`src/rtl/cdb_arbiter_pkg.sv`:
```
// Shared definitions for the common-data-bus arbiter: bus widths, source
// encodings and the internal grant enumeration.
package cdb_arbiter_pkg;

    // Bus widths shared with the rest of the core
    localparam int ROBBus  = 4;
    localparam int DataBus = 32;
    localparam int ROB_W   = ROBBus;
    localparam int DATA_W  = DataBus;

    // cdb_src encoding seen by the snoopers
    localparam logic CDB_SRC_ALU = 1'b0;
    localparam logic CDB_SRC_LSB = 1'b1;

    localparam logic Enable  = 1'b1;
    localparam logic Disable = 1'b0;
    localparam logic True    = 1'b1;
    localparam logic False   = 1'b0;

    // Outcome of one arbitration cycle
    typedef enum logic [1:0] {
        GNT_NONE = 2'd0,
        GNT_ALU  = 2'd1,
        GNT_LSB  = 2'd2
    } grant_e;

endpackage

```
`src/rtl/cdb_fifo.sv`:
```
// Per-source skid FIFO. Holds results that lost arbitration so the producer
// never has to stall mid-flight. Flush has priority over push/pop; a push
// into a full FIFO is silently refused (the parent flags it).
module cdb_fifo #(
    parameter int W     = 36,
    parameter int DEPTH = 4,
    localparam int PW   = $clog2(DEPTH),
    localparam int CW   = PW + 1
) (
    input  logic          clk,
    input  logic          rst,
    input  logic          flush,
    input  logic          push,
    input  logic          pop,
    input  logic [W-1:0]  din,
    output logic [W-1:0]  head,
    output logic [CW-1:0] count,
    output logic          full
);
    import cdb_arbiter_pkg::*;

    localparam logic [CW-1:0] ZERO_C  = {CW{1'b0}};
    localparam logic [CW-1:0] ONE_C   = CW'(1);
    localparam logic [CW-1:0] DEPTH_C = CW'(DEPTH);
    localparam logic [PW-1:0] PONE_C  = PW'(1);

    logic [W-1:0]  mem_r [DEPTH];
    logic [PW-1:0] rd_ptr_r;
    logic [PW-1:0] wr_ptr_r;
    logic [CW-1:0] count_r;
    logic          full_r;

    logic          push_ok_s;
    logic          pop_ok_s;
    logic [CW-1:0] count_nxt_s;

    // Qualify push/pop against occupancy and compute next occupancy
    always_comb begin
        push_ok_s   = push && (count_r < DEPTH_C);
        pop_ok_s    = pop && (count_r != ZERO_C);
        count_nxt_s = count_r;
        if (flush) begin
            count_nxt_s = ZERO_C;
        end else if (push_ok_s && !pop_ok_s) begin
            count_nxt_s = count_r + ONE_C;
        end else if (!push_ok_s && pop_ok_s) begin
            count_nxt_s = count_r - ONE_C;
        end else begin
            count_nxt_s = count_r;
        end
    end

    // Pointer, occupancy and registered full flag; pointers wrap modulo depth
    always_ff @(posedge clk or posedge rst) begin
        if (rst) begin
            rd_ptr_r <= {PW{1'b0}};
            wr_ptr_r <= {PW{1'b0}};
            count_r  <= ZERO_C;
            full_r   <= False;
        end else begin
            count_r <= count_nxt_s;
            full_r  <= (count_nxt_s == DEPTH_C);
            if (flush) begin
                rd_ptr_r <= {PW{1'b0}};
                wr_ptr_r <= {PW{1'b0}};
            end else begin
                if (push_ok_s) begin
                    wr_ptr_r <= wr_ptr_r + PONE_C;
                end
                if (pop_ok_s) begin
                    rd_ptr_r <= rd_ptr_r + PONE_C;
                end
            end
        end
    end

    // Storage array, written at the tail on an accepted push
    always_ff @(posedge clk or posedge rst) begin
        if (rst) begin
            for (int i = 0; i < DEPTH; i++) begin
                mem_r[i] <= {W{1'b0}};
            end
        end else if (push_ok_s && !flush) begin
            mem_r[wr_ptr_r] <= din;
        end
    end

    assign head  = mem_r[rd_ptr_r];
    assign count = count_r;
    assign full  = full_r;

endmodule

```
`src/rtl/cdb_arbiter.sv`:
```
// Common data bus arbiter: merges ALU and LSB results onto one registered
// broadcast. Each source offers its FIFO head, or its live input when the
// FIFO is empty (zero-latency bypass). Collisions resolve round-robin and
// the loser's live input is parked in its FIFO.
module cdb_arbiter #(
    parameter int ROB_W      = cdb_arbiter_pkg::ROBBus,
    parameter int DATA_W     = cdb_arbiter_pkg::DataBus,
    parameter int FIFO_DEPTH = 4
) (
    input  logic              clk,
    input  logic              rst,
    input  logic              rdy,
    input  logic              clr,
    input  logic              alu_valid,
    input  logic [ROB_W-1:0]  alu_rob,
    input  logic [DATA_W-1:0] alu_value,
    output logic              alu_full,
    input  logic              lsb_valid,
    input  logic [ROB_W-1:0]  lsb_rob,
    input  logic [DATA_W-1:0] lsb_value,
    output logic              lsb_full,
    output logic              cdb_valid,
    output logic              cdb_src,
    output logic [ROB_W-1:0]  cdb_rob,
    output logic [DATA_W-1:0] cdb_value,
    output logic              overflow
);
    import cdb_arbiter_pkg::*;

    localparam int W  = ROB_W + DATA_W;
    localparam int CW = $clog2(FIFO_DEPTH) + 1;

    logic [W-1:0]  alu_din_s, lsb_din_s;
    logic [W-1:0]  alu_head_s, lsb_head_s;
    logic [CW-1:0] alu_count_s, lsb_count_s;
    logic          alu_full_s, lsb_full_s;
    logic          alu_empty_s, lsb_empty_s;
    logic          alu_cand_s, lsb_cand_s;
    logic          contention_s;
    logic          live_s, flush_s;
    logic          alu_push_s, lsb_push_s;
    logic          alu_pop_s, lsb_pop_s;
    logic          ovf_set_s;
    logic [W-1:0]  win_s;
    grant_e        grant_s;

    logic              rr_r;
    logic              cdb_valid_r;
    logic              cdb_src_r;
    logic [ROB_W-1:0]  cdb_rob_r;
    logic [DATA_W-1:0] cdb_value_r;
    logic              overflow_r;

    assign alu_din_s = {alu_rob, alu_value};
    assign lsb_din_s = {lsb_rob, lsb_value};

    // Candidate selection, round-robin grant and FIFO push/pop decisions
    always_comb begin
        alu_empty_s  = (alu_count_s == {CW{1'b0}});
        lsb_empty_s  = (lsb_count_s == {CW{1'b0}});
        alu_cand_s   = !alu_empty_s || alu_valid;
        lsb_cand_s   = !lsb_empty_s || lsb_valid;
        contention_s = alu_cand_s && lsb_cand_s;
        live_s       = rdy && !clr;
        flush_s      = rdy && clr;
        grant_s      = GNT_NONE;
        win_s        = {W{1'b0}};

        case ({alu_cand_s, lsb_cand_s})
            2'b10:   grant_s = GNT_ALU;
            2'b01:   grant_s = GNT_LSB;
            2'b11:   grant_s = rr_r ? GNT_LSB : GNT_ALU;
            default: grant_s = GNT_NONE;
        endcase

        case (grant_s)
            GNT_ALU: win_s = alu_empty_s ? alu_din_s : alu_head_s;
            GNT_LSB: win_s = lsb_empty_s ? lsb_din_s : lsb_head_s;
            default: win_s = {W{1'b0}};
        endcase

        // A live input bypasses only when its FIFO is empty and it wins
        alu_pop_s  = live_s && (grant_s == GNT_ALU) && !alu_empty_s;
        lsb_pop_s  = live_s && (grant_s == GNT_LSB) && !lsb_empty_s;
        alu_push_s = live_s && alu_valid && !((grant_s == GNT_ALU) && alu_empty_s);
        lsb_push_s = live_s && lsb_valid && !((grant_s == GNT_LSB) && lsb_empty_s);
        ovf_set_s  = (alu_push_s && alu_full_s) || (lsb_push_s && lsb_full_s);
    end

    cdb_fifo #(.W(W), .DEPTH(FIFO_DEPTH)) u_alu_fifo (
        .clk   (clk),
        .rst   (rst),
        .flush (flush_s),
        .push  (alu_push_s),
        .pop   (alu_pop_s),
        .din   (alu_din_s),
        .head  (alu_head_s),
        .count (alu_count_s),
        .full  (alu_full_s)
    );

    cdb_fifo #(.W(W), .DEPTH(FIFO_DEPTH)) u_lsb_fifo (
        .clk   (clk),
        .rst   (rst),
        .flush (flush_s),
        .push  (lsb_push_s),
        .pop   (lsb_pop_s),
        .din   (lsb_din_s),
        .head  (lsb_head_s),
        .count (lsb_count_s),
        .full  (lsb_full_s)
    );

    // Broadcast registers and round-robin pointer; frozen while rdy is low
    always_ff @(posedge clk or posedge rst) begin
        if (rst) begin
            rr_r        <= 1'b0;
            cdb_valid_r <= False;
            cdb_src_r   <= CDB_SRC_ALU;
            cdb_rob_r   <= {ROB_W{1'b0}};
            cdb_value_r <= {DATA_W{1'b0}};
        end else if (rdy) begin
            if (clr) begin
                rr_r        <= 1'b0;
                cdb_valid_r <= False;
            end else begin
                if (contention_s) begin
                    rr_r <= ~rr_r;
                end
                case (grant_s)
                    GNT_ALU: begin
                        cdb_valid_r <= True;
                        cdb_src_r   <= CDB_SRC_ALU;
                        cdb_rob_r   <= win_s[W-1:DATA_W];
                        cdb_value_r <= win_s[DATA_W-1:0];
                    end
                    GNT_LSB: begin
                        cdb_valid_r <= True;
                        cdb_src_r   <= CDB_SRC_LSB;
                        cdb_rob_r   <= win_s[W-1:DATA_W];
                        cdb_value_r <= win_s[DATA_W-1:0];
                    end
                    default: cdb_valid_r <= False;
                endcase
            end
        end
    end

    // Sticky protocol-error flag; survives flush, cleared only by reset
    always_ff @(posedge clk or posedge rst) begin
        if (rst) begin
            overflow_r <= False;
        end else if (rdy && ovf_set_s) begin
            overflow_r <= True;
        end
    end

    assign cdb_valid = cdb_valid_r;
    assign cdb_src   = cdb_src_r;
    assign cdb_rob   = cdb_rob_r;
    assign cdb_value = cdb_value_r;
    assign overflow  = overflow_r;
    assign alu_full  = alu_full_s;
    assign lsb_full  = lsb_full_s;

endmodule

```
`config.mk`:
```
export PLATFORM = sky130hd
export DESIGN_NAME = cdb_arbiter
export DESIGN_NICKNAME = d
export VERILOG_FILES = /design/src/rtl/cdb_arbiter_pkg.sv /design/src/rtl/cdb_fifo.sv /design/src/rtl/cdb_arbiter.sv
export SDC_FILE = /design/constraint.sdc
export NUM_CORES = 1
export LEC_CHECK = 0
export ABC_AREA = 0
export BUFFER_PORTS_ARGS = -buffer_cell sky130_fd_sc_hd__buf_4
export CELL_PAD_IN_SITES_DETAIL_PLACEMENT = 1
export CELL_PAD_IN_SITES_GLOBAL_PLACEMENT = 1
export CORE_MARGIN = 2
export CORE_UTILIZATION = 56
export DETAILED_ROUTE_END_ITERATION = 6
export GPL_TIMING_DRIVEN = 1
export PLACE_DENSITY = 0.88
export SLEW_MARGIN = 0
export SYNTH_ARGS = -nofsm -noshare
export SYNTH_HDL_FRONTEND = slang
export SYNTH_HIERARCHICAL = 1
export SYNTH_SLANG_ARGS = --single-unit
```
`constraint.sdc`:
```
create_clock -name clk -period 11.8 [get_ports clk]
set_clock_uncertainty 0.05 [all_clocks]
set_input_delay 0.59 -clock clk [delete_from_list [all_inputs] [get_ports clk]]
set_output_delay 0.59 -clock clk [all_outputs]
set_load 0.005 [all_outputs]
```
Yosys cells after proc, flatten, opt, wreduce, memory -nomap -nowiden
Index checks and enable logic that the tools add are counted.

Add/sub/neg operators: 8. Multiply operators: 0. Div/mod/pow operators: 0. Magnitude comparators: 8. Equal/unequal tests: 7. Shift operators: 0. Muxes and demuxes: 36. Bitwise operators: 6. Reductions and logical operators: 55.

Operators with widths (number): two-way mux 36 bit (9); bitwise mux 144 bit (2); binary-select mux 36 bit (select 2 bit) (2); demux 36 bit (select 2 bit) (2); logical AND 1 bit (28); two-way mux 2 bit (9); two-way mux 3 bit (6); >= comparator 3 bit (second input constant) (4); NOT 2 -> 3 bit (4); nonzero test 2 bit (6); logical NOT 1 bit (10); adder 2 x 1 -> 2 bit (second input constant) (4); adder 3 x 1 -> 3 bit (second input constant) (2); equality test 2 bit (second input constant) (3); equality test 3 bit (second input constant) (2); logical NOT 3 bit (2); < comparator 3 x 1 -> 1 bit (second input constant) (2); < comparator 3 bit (second input constant) (2); case mux 2 bit (3 select lines) (1); AND reduction 3 bit (2); nonzero test 3 bit (2); subtractor 3 x 1 -> 3 bit (second input constant) (2); equality test 2 x 1 -> 1 bit (second input constant) (2); two-way mux 1 bit (4); 5 further kinds (8).

Register bits: 344. Latch bits: 0. Memory bits (writable): 0. ROM bits: 0. Input bits: 78. Output and inout bits: 41. Word-level logic and storage cells: 142. Memories kept: 0.

Logic depth before layout (Yosys ltp)
Gate-level depths: netlist (run 1).

Word-level depth: 16. Depth in mapped cells: 15. Gate-level depth less buffers: 10.

Hierarchy
The synthesis (run 1) kept the hierarchy.

Modules (own cells, without submodules): cdb_fifo (u_lsb_fifo) (times used 1, cells an instance 418, area each 7455.9 µm², sequential area each 3803.6 µm²); cdb_fifo (u_alu_fifo) (times used 1, cells an instance 408, area each 7410.9 µm², sequential area each 3803.6 µm²); cdb_arbiter (times used 1, cells an instance 327, area each 2982.9 µm², sequential area each 1001.0 µm²).

Least setup slack after synthesis (run 1)
OpenSTA, ideal clock, no wires.

Kind: register -> register. From: reg u_alu_fifo.count_r[2], in the netlist u_alu_fifo/count[2]. To: reg u_alu_fifo/mem_r[0] (netlist bit). Library setup time: 125 ps. Arrival: 3272 ps. Data required time: 11625 ps. Setup slack: 8353 ps. Cell stages (with the launch flop): 13. Buffers on the path: 4. Period minus slack after synthesis: 3447 ps. Cell sequence: dfrtp_1 -> buf_4 -> buf_4 -> nor4_2 -> o21a_1 -> inv_1 -> ha_1 -> a211oi_1 -> nor2b_4 -> and3_1 -> buf_6 -> buf_12 -> mux2_4.

Word-level cells in the longest chain between the ends: 11. Elaborated cells between the ends (all ways): 14. Those cells by class: order compare: 1; eq/ne: 4; mux: 1; reduce/logical: 8.

RTL lines: start, declared (line cdb_fifo.sv:30) `logic [CW-1:0] count_r;`; start signal, assigned (line cdb_fifo.sv:61) `count_r <= count_nxt_s;`; logical NOT 3 bit (*) (line cdb_arbiter.sv:59) `alu_empty_s = (alu_count_s == {CW{1'b0}});`; logical NOT 1 bit (line cdb_arbiter.sv:61) `alu_cand_s = !alu_empty_s || alu_valid;`; logical OR 1 bit (line cdb_arbiter.sv:61); equality test 2 bit or equality test 2 x 1 -> 1 bit (tied branches) (line cdb_arbiter.sv:69) `case ({alu_cand_s, lsb_cand_s})`; case mux 2 bit (3 select lines) (line cdb_arbiter.sv:69); equality test 2 x 1 -> 1 bit (line cdb_arbiter.sv:85) `alu_push_s = live_s && alu_valid && !((grant_s == GNT_ALU) && alu_empty_s);`; logical AND 1 bit (*) (line cdb_arbiter.sv:85); logical NOT 1 bit (*) (line cdb_arbiter.sv:85); logical AND 1 bit (*) (line cdb_arbiter.sv:85); net alu_push_s (line cdb_arbiter.sv:41) `logic alu_push_s, lsb_push_s;`; logical AND 1 bit (*) (line cdb_fifo.sv:39) `push_ok_s = push && (count_r < DEPTH_C);`; logical AND 1 bit (*) (line cdb_fifo.sv:83) `end else if (push_ok_s && !flush) begin`; end signal, assigned by index (line cdb_fifo.sv:81) `mem_r[i] <= {W{1'b0}};`; end signal, assigned by index (line cdb_fifo.sv:84) `mem_r[wr_ptr_r] <= din;`; end, declared (line cdb_fifo.sv:27) `logic [W-1:0] mem_r [DEPTH];`.

The timed path passes the listed nets; every way through them passes the cells marked *. A chain may end at the register's enable or synchronous reset.

Worst setup path after layout (run 1)
From: reg u_alu_fifo.count_r[1], in the netlist u_alu_fifo/count[1]. To: reg u_lsb_fifo.full_r, in the netlist u_lsb_fifo/full.

Elaborated cells between the ends (all ways): 23. Those cells by class: eq/ne: 5; mux: 4; reduce/logical: 14.

RTL lines: logical NOT 3 bit (*) (line cdb_arbiter.sv:59); logical NOT 1 bit (*) (line cdb_arbiter.sv:61); logical OR 1 bit (*) (line cdb_arbiter.sv:61); equality test 2 bit or equality test 2 x 1 -> 1 bit (tied branches) (line cdb_arbiter.sv:69); case mux 2 bit (3 select lines) (*) (line cdb_arbiter.sv:69); equality test 2 bit (*) (line cdb_arbiter.sv:84) `lsb_pop_s = live_s && (grant_s == GNT_LSB) && !lsb_empty_s;`; logical AND 1 bit (*) (2 in series) (line cdb_arbiter.sv:84); net lsb_pop_s (line cdb_arbiter.sv:42) `logic alu_pop_s, lsb_pop_s;`; logical AND 1 bit (*) (line cdb_fifo.sv:40) `pop_ok_s = pop && (count_r != ZERO_C);`; logical AND 1 bit or logical NOT 1 bit (tied branches) (line cdb_fifo.sv:46, cdb_fifo.sv:44); two-way mux 3 bit or logical AND 1 bit (tied branches) (line cdb_fifo.sv:46, cdb_fifo.sv:44); two-way mux 3 bit (*) (line cdb_fifo.sv:44) `end else if (push_ok_s && !pop_ok_s) begin`; two-way mux 3 bit (*) (line cdb_fifo.sv:42) `if (flush) begin`; equality test 3 bit (*) (line cdb_fifo.sv:62) `full_r <= (count_nxt_s == DEPTH_C);`; end signal, assigned (line cdb_fifo.sv:59) `full_r <= False;`; end signal, assigned (line cdb_fifo.sv:62); end, declared (line cdb_fifo.sv:31) `logic full_r;`.

Marks and branches as above.

==> results of run 1 <==
==> sequential cells by signal, indices dropped and copies added, names as in the netlist <==
register             flops
u_alu_fifo/count         3
u_lsb_fifo/wr_ptr_r      2
overflow                 1
u_lsb_fifo/count         3
u_alu_fifo/mem_r       144
u_lsb_fifo/rd_ptr_r      2
cdb_valid                1
u_alu_fifo/full          1
rr_r                     1
cdb_src                  1
cdb_rob                  4
u_lsb_fifo/mem_r       144
u_lsb_fifo/full          1
u_alu_fifo/wr_ptr_r      2
u_alu_fifo/rd_ptr_r      2
cdb_value               32
==> worst max path at each step <==
stage	from	to	slack, ps
3_5_place_dp	u_alu_fifo/count[1]$_DFF_PP0_	u_lsb_fifo/full$_DFF_PP0_	7330
4_1_cts	u_alu_fifo/count[1]$_DFF_PP0_	u_lsb_fifo/full$_DFF_PP0_	7310
6_report	u_alu_fifo/count[1]$_DFF_PP0_	u_lsb_fifo/full$_DFF_PP0_	7310
5_1_grt	u_alu_fifo/count[1]$_DFF_PP0_	u_lsb_fifo/full$_DFF_PP0_	6900
2_1_floorplan	rst	u_alu_fifo/count[0]$_DFF_PP0_	7070
3_3_place_gp	u_alu_fifo/count[1]$_DFF_PP0_	u_lsb_fifo/full$_DFF_PP0_	7520
==> cells by family (layout without fill, tap and decap cells) <==
family | Yosys count | in the layout
muxes | 362 | 362
and+or+nand+nor | 138 | 138
DFF | 344 | 344
xor gates and xnor gates | 6 | 6
buffers and inverters | 114 | 223
adders and majority gates | 16 | 16
AOI/OAI and AO/OA | 173 | 173
==> metrics by stage <==
| step | total power [mW] | hold slack [ps] | util [%] | area [um2] |
|---|---|---|---|---|
| floorplan | 2.93 | 402 | - | 17800 |
| global placement | 3.34 | 412 | 58.8 | 18500 |
| detailed placement | 3.48 | 424 | 58.8 | 18500 |
| CTS | 4.81 | 164 | 62.9 | 19800 |
| global route | 4.99 | 194 | 62.9 | 19800 |
| finish | 4.81 | 129 | 62.9 | 19800 |
==> power groups by stage <==
stage                     Combinational (mW)  Clock (mW)  Sequential (mW)
after floorplan                         1.22           0             1.71
after global placement                  1.55           0             1.79
after detailed placement                1.65           0             1.82
after CTS                               1.71        1.26             1.84
after global routing                    1.81        1.30             1.88
final                                   1.71        1.25             1.85
==> synthesized netlist by cell type, types with 3 or more instances <==
| master | count |
|---|---|
| a31oi_1 | 37 |
| dfrtp_1 | 344 |
| ha_1 | 16 |
| buf_4 | 5 |
| nand2_1 | 10 |
| nor3_1 | 3 |
| mux4_2 | 72 |
| mux2_2 | 25 |
| inv_1 | 19 |
| buf_2 | 24 |
| a21oi_1 | 6 |
| mux2_1 | 24 |
| nand2b_1 | 5 |
| mux2_4 | 241 |
| or4b_1 | 36 |
| o31ai_1 | 36 |
| clkbuf_1 | 17 |
| buf_12 | 24 |
| buf_6 | 15 |
| buf_1 | 9 |
| a21o_1 | 37 |
| xor2_1 | 4 |
| and2_4 | 4 |
| nor2_1 | 46 |
| and3_1 | 4 |
| a22oi_1 | 36 |
| nor3b_1 | 6 |
| nor2b_1 | 5 |
==> metal layers <==
metal | track usage [%] | up-vias
li1 | - | 4493
met1 | 38.9 | 5944
met2 | 52.9 | 379
met3 | 5.65 | 122
met4 | 12.9 | 2
met5 | 0 | -
==> final cells by class <==
type / count / area (um2) / area share [%]
inverter: 19 / 81.3 / 0.411
clock inverter: 18 / 221 / 1.12
tap: 402 / 503 / 2.54
clock buffer: 49 / 1070 / 5.42
multi-input combinational: 695 / 8270 / 41.8
sequential: 344 / 8610 / 43.5
timing repair buffer: 137 / 1030 / 5.20
==> results.py, run 1 <==
metrics = {
    "global_route": {
        "grtUsageTotal_pct": 30.9,
        "antenna_found_initial": 1,
        "grt_pass1_vias": 12251,
        "grt_pass1_wl_um": 77900,
        "grt_remaining_overflow": 0,
        "grt_max_degree": 86,
    },
    "hold_path": {
        "hp-class": "input pin to asynchronous set/reset pin",
    },
    "setup_path": {
        "crit-reg2reg-launch": "u_alu_fifo/count[1]$_DFF_PP0_",
        "cp_common_cell": "buf_4",
        "worstSetupStartpointType": "register",
        "path_delay_family": "simple AND/OR/NAND/NOR gates",
        "reg2reg_to": "u_lsb_fifo/full$_DFF_PP0_",
        "critPathKind": "register to register",
        "crit_slowest_cell": "nor2b_1",
        "reg2reg_slack_ps": 7310,
        "cp_num_buf_inv": 3,
        "crit_chain": "buf_4 > nor4_2 > o21a_1 > ha_1 > buf_4 > o31a_1 > buf_4 > nor2b_1 > nand2b_1 > a311oi_1 > nor2_1 > nor3b_1",
        "critical_path_depth": 12,
        "cp_data_arrival_time_ps": 4880,
        "r2r_cells": 12,
        "path_max_fanout": 76,
        "crit_required_ps": 12190,
        "worstSetupEndpointType": "register",
        "cpPeakStageDelay_ps": 660,
    },
    "sta": {
        "worstMarginPinSlew_ps": 1040,
        "setup_viol_count_final": 0,
        "slew_headroom_pct": 30.7,
        "rsz0062_at_grt": "false",
        "post-route-min-period_ps": 4490,
        "finalCritPeriodShare_pct": 38.0,
        "clock.fmax_mhz": 223,
        "worst_slack_ps": 7310,
        "tns_ps": 0,
        "finalHoldViolations": 0,
        "drv_slew": 0,
    },
    "logic_synthesis": {
        "synth_area_um2": 17800,
        "synth_warnings": 6,
        "synth.distinct_cells": 63,
        "synthSimpleGateAreaFrac_pct": 5.28,
        "synthesis.nets": 1247,
        "synth_compound_area_share_pct": 7.14,
        "synth_seq_cells": 344,
        "ys_seq_area_share_pct": 48.2,
        "synth_area_leader_cell": "dfrtp_1",
        "synth_mux_area_share_pct": 32.4,
        "synth-adder-area-share_pct": 1.12,
        "synth-xor-area-share_pct": 0.294,
        "synth_flop_cell": "dfrtp_1",
        "async_reset_ff_share_pct": 100,
        "synth_top_family_by_area": "multiplexers",
        "synth_area_leaders": "dfrtp_1, mux2_4, mux4_2",
        "syn_area_per_cell_um2": 15.5,
        "synthCells": 1153,
        "synth_edf_count": 0,
        "yosysTopAreaCellShare_pct": 48.2,
    },
    "cts": {
        "h-tree-depth": 2,
        "numCtsBuffers": 38,
        "tritoncts": "built",
        "cts_setup_buffers": 0,
        "post_cts_resized": 0,
        "max-clock-path-buffers": 3,
        "worstSkewPairLatency_ps": 550,
        "cts-root-buf": "clkbuf_16",
        "path_clk_slew_ps": 60,
        "hold_buffers": 0,
        "clock-sinks": 344,
    },
    "power": {
        "seqPwrFrac_pct": 38.5,
        "ir_drop_uv": 148,
        "clock_power_share_pct": 26.0,
        "p_per_area_nw_per_um2": 243,
        "power.switching_mw": 1.63,
        "total_leakage_power_nw": 9.01,
        "p_int_mw": 3.18,
        "switching_share_pct": 33.8,
        "p_comb_share_pct": 35.5,
    },
    "finish": {
        "final_cell_count_no_fill": 1664,
        "finalNetCount": 1329,
        "diodes": 0,
        "area_growth_pct": 10.9,
        "final_cell_mix": "dfrtp_1, mux2_4, buf_4, mux4_2, nor2_1",
        "drive_gt1_share_pct": 44.8,
        "fillCellCount": 2808,
        "mostFrequentLayoutCell": "dfrtp_1",
    },
    "drt": {
        "ant_nets": 0,
        "drt-vias-per-instance": 6.57,
        "drt-total-wl_um": 50300,
        "highest-signal-layer": "met5",
        "dr.first_iter.drc_count": 958,
        "firstDrtPassIters": 5,
        "route.vias.total": 10940,
        "met1_length_um": 20100,
        "wl_per_cell_um": 30.2,
        "drc_errors": 0,
        "wl_met2_um": 25500,
        "met3_length_um": 2560,
    },
    "floorplan": {
        "ios": 119,
        "coreArea_um2": 31500,
        "rows": 65,
        "die_h_um": 183,
        "die_area_um2": 33300,
        "initial_core_util_pct": 56.7,
        "dieWidth_um": 183,
    },
    "run": {
        "cap_violations": 0,
    },
    "placement": {
        "dp_hpwl_um": 28900,
        "gp_congestion": 0.786,
        "pre_cts_slack_ps": 7330,
        "port-buffer-count": 118,
        "place_inst": 1597,
    },
    "outcome": {
        "outcome": "finished, final reports clean",
    },
}
(Power assumes the default switching activity.)
==> run 2, diff against run 1 <==
Settings changed: CORE_UTILIZATION 56 to 52, PLACE_DENSITY 0.88 to 0.83.
Clock period 11.8 ns to 4.69 ns, I/O delays scaled along.
==> run 2 against run 1 <==
Effect of this change:
- flip-flop and latch count unchanged
- critical path type unchanged
- register-to-register slack lost 6500 ps
- global-route usage down 2.9 points
- first-iteration DRC count is 24% lower
- die area up 7.5%
- largest cell class unchanged
- wire length fell by 2.8%
- non-clock buffer count is 78 higher
- sequential power increased by 150%
- largest power group unchanged
- maximum frequency rose by 16%
- sequential share of layout area down 1.8 points
- worst hold slack worse by 89 ps
- combinational power grew to 2.5 times the previous value
==> results.py, run 2 (synthesis gave the netlist of run 1 again) <==
metrics = {
    "drt": {
        "drt-total-wl_um": 48900,
        "dr.first_iter.drc_count": 726,
        "firstDrtPassIters": 4,
        "drc_errors": 0,
        "drt-vias-per-instance": 6.08,
        "ant_nets": 0,
        "wl_per_cell_um": 27.3,
        "route.vias.total": 10885,
    },
    "sta": {
        "setup_viol_count_final": 0,
        "finalHoldViolations": 0,
        "slew_headroom_pct": 29.4,
        "worstMarginPinSlew_ps": 1060,
        "finalCritPeriodShare_pct": 82.7,
        "drv_slew": 0,
        "clock.fmax_mhz": 258,
        "rsz0062_at_grt": "false",
        "tns_ps": 0,
        "post-route-min-period_ps": 3880,
    },
    "run": {
        "cap_violations": 0,
    },
    "finish": {
        "final_cell_mix": "dfrtp_1, mux2_4, buf_4, dlygate4sd3_1, mux4_2",
        "drive_gt1_share_pct": 42.1,
        "finalNetCount": 1407,
        "mostFrequentLayoutCell": "dfrtp_1",
        "area_growth_pct": 15.7,
        "finalInstanceArea_um2": 20700,
    },
    "cts": {
        "cts_setup_buffers": 0,
        "post_cts_resized": 0,
        "max-clock-path-buffers": 3,
        "cts-root-buf": "clkbuf_16",
        "clock-sinks": 344,
        "tritoncts": "built",
        "numCtsBuffers": 38,
        "path_clk_slew_ps": 70,
        "worstSkewPairLatency_ps": 540,
        "hold_buffers": 74,
        "h-tree-depth": 2,
    },
    "setup_path": {
        "r2r_cells": 10,
        "reg2reg_to": "u_lsb_fifo/mem_r[104]$_DFFE_PP0P_",
        "cp_num_buf_inv": 1,
        "worstSetupStartpoint": "u_lsb_fifo/count[1]$_DFF_PP0_",
        "worstSetupEndpointType": "register",
        "crit-reg2reg-launch": "u_lsb_fifo/count[1]$_DFF_PP0_",
        "path_max_fanout": 36,
        "critPathKind": "register to register",
        "reg2reg_slack_ps": 810,
        "worstSetupStartpointType": "register",
        "crit_path_end": "u_lsb_fifo/mem_r[104]$_DFFE_PP0P_",
        "crit_chain": "or4_1 > a21oi_1 > inv_1 > ha_1 > nor4b_4 > nor3b_1 > nand2b_4 > nor2_2 > and2_4 > mux2_1",
        "crit_slowest_cell": "and2_4",
        "path_delay_family": "simple AND/OR/NAND/NOR gates",
        "cpPeakStageDelay_ps": 690,
        "crit_required_ps": 5050,
        "critical_path_depth": 10,
        "cp_data_arrival_time_ps": 4240,
    },
    "floorplan": {
        "coreArea_um2": 33700,
        "ios": 119,
        "rows": 67,
        "dieWidth_um": 189,
        "initial_core_util_pct": 53.0,
        "die_area_um2": 35800,
        "die_h_um": 189,
    },
    "power": {
        "ir_drop_uv": 578,
        "total_leakage_power_nw": 9.35,
        "p_per_area_nw_per_um2": 579,
    },
    "global_route": {
        "grtUsageTotal_pct": 28.0,
        "grt_max_degree": 111,
        "grt_pass1_vias": 12390,
        "antenna_found_initial": 1,
        "grt_remaining_overflow": 0,
        "grt_pass1_wl_um": 77100,
    },
    "hold_path": {
        "hp-class": "input pin to register",
    },
    "placement": {
        "gp_congestion": 0.792,
        "port-buffer-count": 118,
        "place_area_um2": 18600,
        "dp_hpwl_um": 28100,
    },
    "outcome": {
        "outcome": "finished, final reports clean",
    },
}
run 2: stage by stage:
stage          std cells  utilization [%]  setup WS, ps  total power [mW]  hold WS, ps
2_1_floorplan       1153                -           312              7.37          283
3_3_place_gp        1647             55.3          1060              8.41          355
3_5_place_dp        1647             55.3           918              8.66          358
4_1_cts             1790             61.3           884              11.9         26.3
5_1_grt             1791             61.3           596              12.5         51.8
6_report            1791             61.3           812              12.0         39.8
run 2: where the power goes:
group	leakage, nW	switching (mW)	internal, mW
Sequential	4.48	0.694	3.88
Clock	0.634	1.26	1.86
Combinational	4.23	1.94	2.34
Total	9.35	3.89	8.08
run 2: how the worst min path moves through the flow:
| stage | from | to | slack (ps) | cells after the start |
|---|---|---|---|---|
| final | clr | rr_r$_DFFE_PP0P_ | 40 | 3 |
| after global placement | rst | u_lsb_fifo/full$_DFF_PP0_ | 360 | 2 |
| after floorplan | rdy | cdb_valid$_DFFE_PP0P_ | 280 | 1 |
| after CTS | clr | rr_r$_DFFE_PP0P_ | 30 | 3 |
| after detailed placement | rst | u_lsb_fifo/full$_DFF_PP0_ | 360 | 2 |
| after global routing | clr | rr_r$_DFFE_PP0P_ | 50 | 3 |
run 2: routing by layer:
metal,vias to the layer above,wire [um],GRT usage (%)
li1,4681,-,-
met1,5843,20000,36.0
met2,287,25300,48.7
met3,74,2380,5.21
met4,0,1200,7.60
met5,-,0,0
run 2: area by class of cell:
| cell class | count | area [um2] |
|---|---|---|
| Inverter | 19 | 81.3 |
| Multi-Input combinational cell | 695 | 8270 |
| Fill cell | 3159 | 13000 |
| Antenna cell | 1 | 2.50 |
| Clock inverter | 12 | 145 |
| Clock buffer | 57 | 1150 |
| Timing Repair Buffer | 215 | 1840 |
| Tap cell | 448 | 561 |
| Sequential cell | 344 | 8610 |
run 2: tightest hold or removal path, cell delays in order:
cell     delay, ps
buf_4          120
nand2_1         80
a31o_1         140
==> run 3, diff against run 2 <==
Settings changed: ABC_AREA 0 to 1, CORE_UTILIZATION 52 to 46, PLACE_DENSITY 0.83 to 0.82.
Clock period 4.69 ns to 3.9 ns, I/O delays scaled along.
==> run 3 against run 2 <==
Effect of this change:
- wire length increased by 9.3%
- first-iteration DRC count up 26%
- synthesized area down 4.1%
- non-clock buffer count shrank 4
- synthesized cell count grew 76%
- total power rose by 21%
- critical path depth grew 4
- clock power rose by 19%
- final cell count up 48%
- critical path type unchanged
==> results.py, run 3 <==
metrics = {
    "logic_synthesis": {
        "synth_warnings": 6,
        "synth_seq_cells": 344,
        "synth_flop_cell": "dfrtp_1",
        "synthTopCellsByCount": "nand2_1, dfrtp_1, o21ai_1",
        "synth-xor-area-share_pct": 0.102,
        "synth_compound_area_share_pct": 18.6,
        "synth.distinct_cells": 30,
        "yosysTopAreaCellShare_pct": 50.3,
        "synthesis.nets": 2122,
        "synthCells": 2028,
        "synthSimpleGateAreaFrac_pct": 20.1,
        "synth_top_family_by_area": "simple AND/OR/NAND/NOR gates",
        "synth_area_leader_cell": "dfrtp_1",
        "synth_edf_count": 0,
        "synth_area_leaders": "dfrtp_1, nand2_1, o21ai_1",
        "async_reset_ff_share_pct": 100,
        "synth-adder-area-share_pct": 1.17,
        "synth_area_um2": 17100,
        "syn_area_per_cell_um2": 8.44,
        "synth_most_common_cell": "nand2_1",
        "ys_seq_area_share_pct": 50.3,
        "synth_mux_area_share_pct": 0,
    },
    "power": {
        "ir_drop_uv": 647,
        "seqPwrFrac_pct": 37.9,
        "p_int_mw": 8.85,
        "clock_power_share_pct": 25.7,
        "switching_share_pct": 38.8,
        "total_leakage_power_nw": 10.0,
        "p_comb_share_pct": 36.4,
        "p_per_area_nw_per_um2": 728,
        "power.switching_mw": 5.62,
    },
    "drt": {
        "drc_errors": 0,
        "wl_per_cell_um": 20.2,
        "drt-total-wl_um": 53400,
        "dr.first_iter.drc_count": 913,
        "route.vias.total": 14967,
        "drt-vias-per-instance": 5.67,
        "firstDrtPassIters": 5,
        "ant_nets": 0,
    },
    "finish": {
        "area_growth_pct": 16.1,
        "drive_gt1_share_pct": 15.2,
        "final_cell_mix": "nand2_1, dfrtp_1, o21ai_1, inv_1, nor2_1",
        "finalNetCount": 2241,
        "diodes": 0,
        "mostFrequentLayoutCell": "nand2_1",
        "postLayoutCoreUtil_pct": 54.3,
    },
    "floorplan": {
        "ios": 119,
        "die_h_um": 197,
        "rows": 70,
        "initial_core_util_pct": 46.7,
        "dieWidth_um": 197,
        "coreArea_um2": 36600,
        "die_area_um2": 38800,
    },
    "setup_path": {
        "worstSetupEndpointType": "register",
        "worstSetupStartpoint": "u_lsb_fifo/count[1]$_DFF_PP0_",
        "cp_data_arrival_time_ps": 4020,
        "critPathKind": "register to register",
        "crit_required_ps": 4320,
        "crit-reg2reg-launch": "u_lsb_fifo/count[1]$_DFF_PP0_",
        "worstSetupStartpointType": "register",
        "path_max_fanout": 35,
    },
    "hold_path": {
        "hp-class": "input pin to register",
        "hp-start": "lsb_valid",
    },
    "sta": {
        "worstMarginPinSlew_ps": 1070,
        "slew_headroom_pct": 28.4,
        "rsz0062_at_grt": "false",
        "finalHoldViolations": 0,
        "post-route-min-period_ps": 3600,
        "tns_ps": 0,
        "clock.fmax_mhz": 278,
        "finalCritPeriodShare_pct": 92.3,
        "drv_slew": 0,
        "setup_viol_count_final": 0,
    },
    "outcome": {
        "outcome": "finished, final reports clean",
    },
    "cts": {
        "cts-root-buf": "clkbuf_16",
        "cts_setup_buffers": 0,
        "h-tree-depth": 2,
        "clock-sinks": 344,
        "worstSkewPairLatency_ps": 530,
        "path_clk_slew_ps": 60,
        "max-clock-path-buffers": 3,
        "tritoncts": "built",
        "numCtsBuffers": 40,
    },
    "global_route": {
        "grt_pass1_vias": 15847,
        "grtUsageTotal_pct": 28.0,
        "grt_pass1_wl_um": 85400,
        "grt_remaining_overflow": 0,
        "antenna_found_initial": 1,
        "grt_max_degree": 84,
    },
    "placement": {
        "port-buffer-count": 118,
        "dp_hpwl_um": 32800,
        "gp_congestion": 0.868,
    },
    "run": {
        "cap_violations": 0,
    },
}
run 3: cell count changes after synthesis, moves of 107 or more:
cell	delta
nand2_1	+455
mux2_4	-241
o21ai_1	+188
inv_1	+167
o21ai_0	+150
nor2_1	+108
nand3_1	+107
run 3: cell type report:
cell class | instances | area, um2
fillers | 4368 | 16700
flip-flops and latches | 344 | 8610
multi-input cells | 1355 | 6840
repair buffers | 211 | 1800
clock buffers | 61 | 1200
inverters | 195 | 739
well taps | 468 | 586
clock inverters | 8 | 92.6
run 3: worst paths after layout:
check                                                    endpoint  slack, ps  cells past startpoint
max in group asynchronous       u_alu_fifo/mem_r[110]$_DFFE_PP0P_       2340                      4
worst max-delay path                    cdb_value[20]$_DFFE_PP0P_        300                     14
worst max register to register          cdb_value[20]$_DFFE_PP0P_        300                     14
min in group asynchronous        u_lsb_fifo/mem_r[22]$_DFFE_PP0P_        350                      3
worst min register to register   u_alu_fifo/mem_r[93]$_DFFE_PP0P_        430                      2
worst min-delay path                         overflow$_DFFE_PP0P_         70                      5
run 3: what timing repair did:
| action | CTS | global route |
|---|---|---|
| resized for setup | 0 | 0 |
| hold endpoints to repair | 408 | 0 |
| hold buffers | 75 | 0 |
run 3: routing by layer:
layer	GRT usage (%)	share of wire (%)	wire length (um)
met1	36.4	43	23100
met2	46.9	49	25900
met3	3.95	4.1	2200
met4	11.7	4.1	2170
met5	0	0.024	13
run 3: power by group through the flow:
stage / Clock (mW) / Combinational [mW] / Sequential (mW)
6_report: 3.72 / 5.26 / 5.48
5_1_grt: 3.92 / 5.89 / 5.60
4_1_cts: 3.79 / 5.28 / 5.46
3_5_place_dp: 0 / 5.15 / 5.49
3_3_place_gp: 0 / 4.94 / 5.44
2_1_floorplan: 0 / 3.58 / 5.26
run 3: cells by family after synthesis:
family / Yosys count
and+or+nand+nor: 803
AOI/OAI and AO/OA: 534
DFF: 344
buffers and inverters: 329
adders and majority gates: 16
xor gates and xnor gates: 2
run 3: critical path, stage by stage, from the launching register on:
cell           delay, ps
dfrtp_1              440
nor2_4                70
nand2_4               60
inv_1                 60
nand2_1              110
inv_1                 50
o21ai_1              200
inv_2                 50
ha_1                 290
nor2_1               120
nand2_2              320
nor2_4               820
o211ai_1             190
nand3_1              120
dlygate4sd3_1        550
run 3: per-stage QoR:
stage | power [mW] | area, um2 | hold WS, ps | instances | setup WS [ps]
2_1_floorplan | 8.84 | 17100 | 241 | 2028 | 1260
3_3_place_gp | 10.4 | 17800 | 340 | 2498 | 981
3_5_place_dp | 10.6 | 17800 | 366 | 2498 | 908
4_1_cts | 14.5 | 19900 | 54.9 | 2642 | 356
5_1_grt | 15.4 | 19900 | 113 | 2642 | 5.81
6_report | 14.5 | 19900 | 72.8 | 2642 | 300
